### src/rtl/uart_rx.sv
// UART receiver: synchronises the RX pin, validates the start bit, samples data and
// stop bits at mid-bit (LSB first) and reports each frame as a one-cycle pulse.
module uart_rx #(
    parameter int BIT_RATE     = 9600,
    parameter int CLK_HZ       = 50_000_000,
    parameter int PAYLOAD_BITS = 8,
    parameter int STOP_BITS    = 1
) (
    input  logic                    clk,
    input  logic                    reset,
    input  logic                    uart_rxd,
    input  logic                    uart_rx_en,
    output logic                    uart_rx_valid,
    output logic [PAYLOAD_BITS-1:0] uart_rx_data,
    output logic                    uart_rx_frame_err,
    output logic                    uart_rx_break,
    output logic [1:0]              o_dbg_state
);

    localparam int CPB  = (1_000_000_000 / BIT_RATE) / (1_000_000_000 / CLK_HZ);
    localparam int HALF = CPB / 2;
    localparam int CW   = 1 + $clog2(CPB);
    localparam int BMAX = (PAYLOAD_BITS > STOP_BITS) ? PAYLOAD_BITS : STOP_BITS;
    localparam int BCW  = 1 + $clog2(BMAX);

    localparam logic [CW-1:0]  HALF_M1 = CW'(HALF - 1);
    localparam logic [CW-1:0]  CPB_M1  = CW'(CPB - 1);
    localparam logic [BCW-1:0] PB_LAST = BCW'(PAYLOAD_BITS - 1);
    localparam logic [BCW-1:0] SB_LAST = BCW'(STOP_BITS - 1);

    typedef enum logic [1:0] {S_IDLE, S_START, S_RECV, S_STOP} state_t;

    state_t                  r_state;
    state_t                  w_next;
    logic                    r_rxd_meta;
    logic                    r_rxd_s;
    logic                    r_rxd_d;
    logic [CW-1:0]           r_cycle_cnt;
    logic [BCW-1:0]          r_bit_cnt;
    logic [PAYLOAD_BITS-1:0] r_shift;
    logic                    r_err;
    logic                    w_fall;
    logic                    w_sample;
    logic                    w_done;
    logic                    w_err_now;
    logic                    w_enter;

    assign w_fall      = r_rxd_d & ~r_rxd_s;
    assign w_enter     = (w_next != r_state);
    assign o_dbg_state = r_state;

    // Two-flop synchroniser plus a history flop for falling-edge detection.
    always_ff @(posedge clk or posedge reset) begin
        if (reset) begin
            r_rxd_meta <= 1'b1;
            r_rxd_s    <= 1'b1;
            r_rxd_d    <= 1'b1;
        end else begin
            r_rxd_meta <= uart_rxd;
            r_rxd_s    <= r_rxd_meta;
            r_rxd_d    <= r_rxd_s;
        end
    end

    always_ff @(posedge clk or posedge reset) begin
        if (reset) r_state <= S_IDLE;
        else       r_state <= w_next;
    end

    always_comb begin
        w_next = r_state;
        case (r_state)
            S_IDLE:  if (w_fall && uart_rx_en) w_next = S_START;
            S_START: if (w_sample) w_next = r_rxd_s ? S_IDLE : S_RECV;
            S_RECV:  if (w_sample && (r_bit_cnt == PB_LAST)) w_next = S_STOP;
            S_STOP:  if (w_sample && (r_bit_cnt == SB_LAST)) w_next = S_IDLE;
            default: w_next = S_IDLE;
        endcase
    end

    always_comb begin
        w_sample = 1'b0;
        case (r_state)
            S_START:        w_sample = (r_cycle_cnt == HALF_M1);
            S_RECV, S_STOP: w_sample = (r_cycle_cnt == CPB_M1);
            default:        w_sample = 1'b0;
        endcase
        w_done    = (r_state == S_STOP) && w_sample && (r_bit_cnt == SB_LAST);
        w_err_now = r_err | ~r_rxd_s;
    end

    always_ff @(posedge clk or posedge reset) begin
        if (reset) begin
            r_cycle_cnt <= '0;
            r_bit_cnt   <= '0;
        end else begin
            if (w_enter || w_sample)  r_cycle_cnt <= '0;
            else if (r_state != S_IDLE) r_cycle_cnt <= r_cycle_cnt + CW'(1);

            if (w_enter) r_bit_cnt <= '0;
            else if (w_sample && ((r_state == S_RECV) || (r_state == S_STOP)))
                r_bit_cnt <= r_bit_cnt + BCW'(1);
        end
    end

    // Right shift puts the first (LSB) bit in position 0 once all bits are in.
    always_ff @(posedge clk or posedge reset) begin
        if (reset) begin
            r_shift <= '0;
            r_err   <= 1'b0;
        end else begin
            if ((r_state == S_RECV) && w_sample)
                r_shift <= {r_rxd_s, r_shift[PAYLOAD_BITS-1:1]};
            if (w_enter && (w_next == S_START))
                r_err <= 1'b0;
            else if ((r_state == S_STOP) && w_sample && !r_rxd_s)
                r_err <= 1'b1;
        end
    end

    always_ff @(posedge clk or posedge reset) begin
        if (reset) begin
            uart_rx_valid     <= 1'b0;
            uart_rx_frame_err <= 1'b0;
            uart_rx_break     <= 1'b0;
            uart_rx_data      <= '0;
        end else begin
            uart_rx_valid     <= 1'b0;
            uart_rx_frame_err <= 1'b0;
            uart_rx_break     <= 1'b0;
            if (w_done) begin
                if (!w_err_now) begin
                    uart_rx_valid <= 1'b1;
                    uart_rx_data  <= r_shift;
                end else begin
                    uart_rx_frame_err <= 1'b1;
                    uart_rx_break     <= (r_shift == '0) && !r_rxd_s;
                end
            end
        end
    end

endmodule

### config.mk
export PLATFORM = sky130hd
export DESIGN_NAME = uart_rx
export DESIGN_NICKNAME = d
export VERILOG_FILES = /design/src/rtl/uart_rx.sv
export SDC_FILE = /design/constraint.sdc
export NUM_CORES = 1
export LEC_CHECK = 0
export CORE_AREA = 5 5 57 97
export CTS_CLUSTER_SIZE = 40
export DETAILED_ROUTE_END_ITERATION = 12
export DIE_AREA = 0 0 62 102
export SLEW_MARGIN = 10
export SYNTH_ARGS = -nofsm -noshare
export SYNTH_HDL_FRONTEND = slang
export SYNTH_SLANG_ARGS = --single-unit
### constraint.sdc
create_clock -name clk -period 3.3 [get_ports clk]
set_input_delay 0.825 -clock clk [delete_from_list [all_inputs] [get_ports clk]]
set_output_delay 0.825 -clock clk [all_outputs]
set_load 0.03 [all_outputs]
**Yosys cells after proc, flatten, opt, wreduce, memory -nomap -nowiden**

Index checks and enable logic that the tools add are counted.

- Register bits after elaboration: 43
- Bits of input ports: 4
- Output and inout bits: 13
- Word-level logic and storage cells: 67

- Add/sub/neg operators: 2
- Equal/unequal tests: 8
- Muxes and demuxes: 19
- Bitwise operators: 4
- Reductions and logical operators: 22

Operators by type and width:

| cell | count |
|---|---|
| two-way mux 14 bit | 2 |
| adder 14 x 1 -> 14 bit (second input constant) | 1 |
| == test 14 x 12 -> 1 bit (second input constant) | 1 |
| == test 14 x 13 -> 1 bit (second input constant) | 1 |
| logical AND 1 bit | 10 |
| two-way mux 2 bit | 5 |
| logical NOT 8 bit | 1 |
| two-way mux 1 bit | 8 |
| two-way mux 4 bit | 2 |
| case mux 2 bit (4 select lines) | 1 |
| nonzero test 2 bit | 4 |
| adder 4 x 1 -> 4 bit (second input constant) | 1 |
| == test 2 x 1 -> 1 bit (second input constant) | 2 |
| == test 2 bit (second input constant) | 2 |
| == test 4 x 3 -> 1 bit (second input constant) | 1 |
| logical NOT 4 bit | 1 |
| logical NOT 2 bit | 1 |
| logical OR 1 bit | 2 |
| != test 2 bit | 1 |
| NOT 1 bit | 2 |
| case mux 1 bit (2 select lines) | 1 |
| AND reduction 2 bit | 1 |
| OR reduction 2 bit | 1 |
| bitwise AND 1 bit | 1 |
| other kinds (2) | 2 |

**Logic depth before layout (Yosys ltp)**

- Word-level depth: 9
- Mapped depth: 7

**Worst setup path after synthesis**

OpenSTA, ideal clock, no wires.

- Path kind: register to register
- Start point: register r_state[1] (netlist: o_dbg_state[1])
- End point: register uart_rx_data[0]
- Setup time: 0.125 ns
- Arrival: 2.187 ns
- Data required time: 3.175 ns
- Slack: 0.989 ns
- Cell stages (with the launch flop): 6
- Path buffers: 0
- Clock period less this slack: 2.311 ns
- Cells stage by stage: dfrtp_1 or3b_1 o21ai_2 nand4_4 nor4_4 mux2_2

- Cells in the longest elaborated chain, start to end: 6
- Elaborated cells on any way between the ends: 8
- Classes of those cells: 3 x eq/ne; 1 x mux; 4 x reduce/logical

Ends and longest elaborated chain:

| what | line | source |
|---|---|---|
| from (decl) | 33 | `state_t r_state;` |
| from (signal assigned) | 67 | `else r_state <= w_next;` |
| == test 2 bit, on equally long branches | 83, 88 |  |
| OR reduction 2 bit | 83 | `case (r_state)` |
| case mux 1 bit (2 select lines) | 83 |  |
| logical AND 1 bit (*) (2 in series) | 88 | `w_done = (r_state == S_STOP) && w_sample && (r_bit_cnt == SB_LAST);` |
| AND reduction 2 bit (no source line) (*) | - |  |
| to (signal assigned) | 134 | `uart_rx_data <= r_shift;` |
| to (decl) | 14 | `output logic [PAYLOAD_BITS-1:0] uart_rx_data,` |

Every way passes the cells marked *; elsewhere a longest branch is shown, timed or not.
A chain may end at the register's enable or synchronous reset.

**Worst setup path in the final report**

- Start point: register r_cycle_cnt[0]
- End point: register uart_rx_data[2]

- Cells in the longest elaborated chain, start to end: 5
- Elaborated cells on any way between the ends: 6
- Classes of those cells: 2 x eq/ne; 1 x mux; 3 x reduce/logical

Ends and longest elaborated chain:

| what | line | source |
|---|---|---|
| from (decl) | 38 | `logic [CW-1:0] r_cycle_cnt;` |
| from (signal assigned) | 98 | `else if (r_state != S_IDLE) r_cycle_cnt <= r_cycle_cnt + CW'(1);` |
| == test 14 x 13 -> 1 bit or == test 14 x 12 -> 1 bit (tied branches) | 85, 84 |  |
| case mux 1 bit (2 select lines) (*) | 83 |  |
| logical AND 1 bit (*) (2 in series) | 88 |  |
| AND reduction 2 bit (no source line) (*) | - |  |

Marked as above.

==> flow_summary_export.csv <==
group,metric,value,unit
detailed_routing,detail-route-antenna-nets,0,
setup_path,r2r_start,"r_cycle_cnt[0]$_DFFE_PP0P_",
clock_network,cts.sink_count,43,
timing,relSlewSlack,46.2,%
timing,final-hold-violation-count,0,
setup_path,crit_path_end_kind,"register",
timing,fmax,377,MHz
floorplanning,std_cell_rows,33,
min_path,hold_class,"reg2reg",
setup_path,rr_worst_depth,6,
synth,ys_warn_count,0,
place,hpwl,3250,um
floorplanning,die_area,6320,um^2
synth,ys_async_sr_fraction,100,%
timing,slew_viol_final,0,
clock_network,cts_hold_buf,0,
setup_path,crit_buf_inv,0,
cells_and_area,ff_latch_area,1080,um^2
clock_network,clock-root-buffer,"clkbuf_8",
synth,yosys.area.top_type_share,48.1,%
timing,finalSetupTns,0,ns
global_route,grt_pass1_wl,7650,um
detailed_routing,wl_per_cell,16.8,um
cells_and_area,multiInputGateArea,963,um^2
synth,yosys-top-cells-count,"dfrtp_1 (40), nor2_1 (22), mux2_2 (16)",
detailed_routing,vias,1493,
min_path,hp-start,"r_rxd_meta$_DFF_PP1_",
power_and_ir_drop,irDropWorstVdd,417,uV
setup_path,slowest_stage,"nor4_4",
flow_run,maxCapViolCount,0,
setup_path,critPathArrivalTime,2.84,ns
setup_path,critPathMaxFanout,9,
detailed_routing,drtPass1Iterations,4,
timing,worst_pin_slew,0.796,ns
setup_path,cpPeakStageDelay,0.56,ns
setup_path,crit_chain,"ha_1 -> nor4b_1 -> and2_1 -> nand4_4 -> nor4_4 -> mux2_2",
cells_and_area,final_util,52.7,%
place,io_buffers,16,
setup_path,r2r_setup_slack,0.65,ns
clock_network,htreeDepth,2,
floorplanning,start_util,45.0,%
synth,ys_ff_latch,43,
setup_path,worst_ep_required_time,3.49,ns
floorplanning,dieWidth,62,um
timing,fin_skew,0.00486,ns
timing,setup_viol,0,
synth,synth_fp_nets,192,
detailed_routing,drc,0,
clock_network,cts_setup_buffers,0,
floorplanning,die_h,102,um
global_route,grt_max_degree,44,
power_and_ir_drop,p_leak,1.09,nW
synth,synth_edf_count,0,
synth,yosys_most_used_dff,"dfrtp_1",
clock_network,cts_tree,"done",
timing,fin_crit,2.65,ns
global_route,grt_pass1_vias,1641,
floorplanning,ios,17,
detailed_routing,wl,4380,um
global_route,overflow,0,
cells_and_area,area_delta_synth_final,16.9,%
synth,yosysSeqAreaShare,51.9,%
setup_path,critPathLaunch,"r_cycle_cnt[0]$_DFFE_PP0P_",
timing,fin_crit_sh,80.3,%
synth,ys_types,48,
synth,synth.most_common_cell,"dfrtp_1",
synth,syn_avg_cell_area,11.3,um^2
setup_path,r2r-end,"uart_rx_data[2]$_DFFE_PP0P_",
place,pre_cts_ws,0.627,ns
clock_network,clockBufferDepth,2,
detailed_routing,drt_iter0_drc,35,
clock_network,cts.repair.resized,0,
setup_path,crit_family,"simple AND/OR/NAND/NOR gates",
cells_and_area,fin_nets,214,
cells_and_area,fillers,423,
global_route,antenna_found_initial,0,
clock_network,insertion_delay,0.30,ns
setup_path,crit_type,"reg2reg",
floorplanning,coreArea,4620,um^2
synth,syn_inst,185,
cells_and_area,antennaDiodeCount,0,
min_path,holdPathStages,0,
min_path,min_delay_worst_endpoint,"r_rxd_s$_DFF_PP1_",
power_and_ir_drop,power-per-cell-area,525,nW/um^2
setup_path,startpoint_type,"register",
synth,synth_area,2080,um^2
cells_and_area,layout-drive-gt1-share,18.8,%
global_route,grt_usage,16.1,%
synth,synth_area_leader_cell,"dfrtp_1",
outcome,outcome,"complete, no violations",
detailed_routing,avgViaCountPerCell,5.74,
synth,synthTopCellsByArea,"dfrtp_1 (48%), mux2_2 (8.7%), nor2_1 (4.0%)",
clock_network,cts_buffers,5,
timing,setup_slack,0.651,ns
clock_network,clkTransAtPathRegs,0.08,ns
place,gp_congestion,0.876,
timing,rsz0062_at_grt,"false",
-- layer usage --
metal | GRT usage, % | routed length (um) | vias to the layer above
met5 | 0 | 0 | -
met4 | 10.1 | 156 | 0
met3 | 3.54 | 109 | 15
met2 | 27.7 | 2450 | 24
met1 | 16.8 | 1660 | 751
li1 | - | - | 703
-- where the power goes --
| part | total (mW) | switching (mW) | internal (mW) |
|---|---|---|---|
| sequential | 0.648 | 0.0735 | 0.574 |
| clock | 0.439 | 0.190 | 0.249 |
| combinational | 0.191 | 0.103 | 0.0878 |
| total | 1.28 | 0.366 | 0.911 |
-- through the flow --
| stage | power (mW) | std cells | area, um^2 | hold WS, ns |
|---|---|---|---|---|
| 2_1_floorplan | 0.795 | 185 | 2080 | 0.345 |
| 3_3_place_gp | 0.839 | 252 | 2310 | 0.347 |
| 3_5_place_dp | 0.849 | 252 | 2310 | 0.349 |
| 4_1_cts | 1.29 | 260 | 2430 | 0.361 |
| 5_1_grt | 1.35 | 260 | 2430 | 0.364 |
| 6_report | 1.28 | 260 | 2430 | 0.360 |
-- sequential cells by signal, summed over array words and instances, names as in the netlist --
| register | cells |
|---|---|
| r_rxd_meta | 1 |
| r_shift | 8 |
| uart_rx_valid | 1 |
| r_cycle_cnt | 14 |
| o_dbg_state | 2 |
| r_bit_cnt | 4 |
| uart_rx_break | 1 |
| r_rxd_d | 1 |
| r_err | 1 |
| r_rxd_s | 1 |
| uart_rx_frame_err | 1 |
| uart_rx_data | 8 |
-- layout by cell type, fill, tap and decap left out, types with 4 or more instances in the layout --
cell type | Yosys | layout
dfrtp_1 | 40 | 40
nor2_1 | 22 | 22
mux2_2 | 16 | 16
clkdlybuf4s50_1 | 0 | 16
nand2_1 | 12 | 12
xnor2_1 | 9 | 9
nand3_1 | 6 | 6
xor2_1 | 6 | 6
inv_1 | 6 | 6
clkbuf_8 | 0 | 6
o21ai_0 | 4 | 4
nor3_1 | 4 | 4
-- layout make-up --
class	instances	share of cell area [%]
clock buffer	6	3.39
clock inverter	2	1.59
inverter	6	0.925
multi-input combinational	132	39.6
sequential	43	44.3
tap	52	2.67
timing repair buffer	19	7.50
-- logic make-up after synthesis --
logic type	Yosys count	share of synthesized area (%)
AO/OA/AOI/OAI	21	8.29
adder cells (fa/ha/maj)	3	1.80
multiplexers	17	9.13
XOR/XNOR	15	6.31
flip-flops	43	51.9
AND/OR/NAND/NOR	76	20.7
buffers and inverters	10	1.86
-- worst reg2reg max path, delay by kind of cell (launching register included) --
kind	cells	cell delay (ns)
and+or+nand+nor	4	1.50
DFF	1	0.41
muxes	1	0.41
adders and majority gates	1	0.22
-- worst max-delay path by stage --
stage / endpoint / slack, ns / cells after the start
6_report: uart_rx_data[2]$_DFFE_PP0P_ / 0.65 / 6
3_3_place_gp: r_bit_cnt[0]$_DFFE_PP0P_ / 0.67 / 6
3_5_place_dp: uart_rx_data[2]$_DFFE_PP0P_ / 0.63 / 6
2_1_floorplan: uart_rx_data[0]$_DFFE_PP0P_ / 0.99 / 5
4_1_cts: uart_rx_data[2]$_DFFE_PP0P_ / 0.63 / 6
5_1_grt: uart_rx_data[4]$_DFFE_PP0P_ / 0.37 / 6
Note: power is estimated with default switching activity, not from simulation.
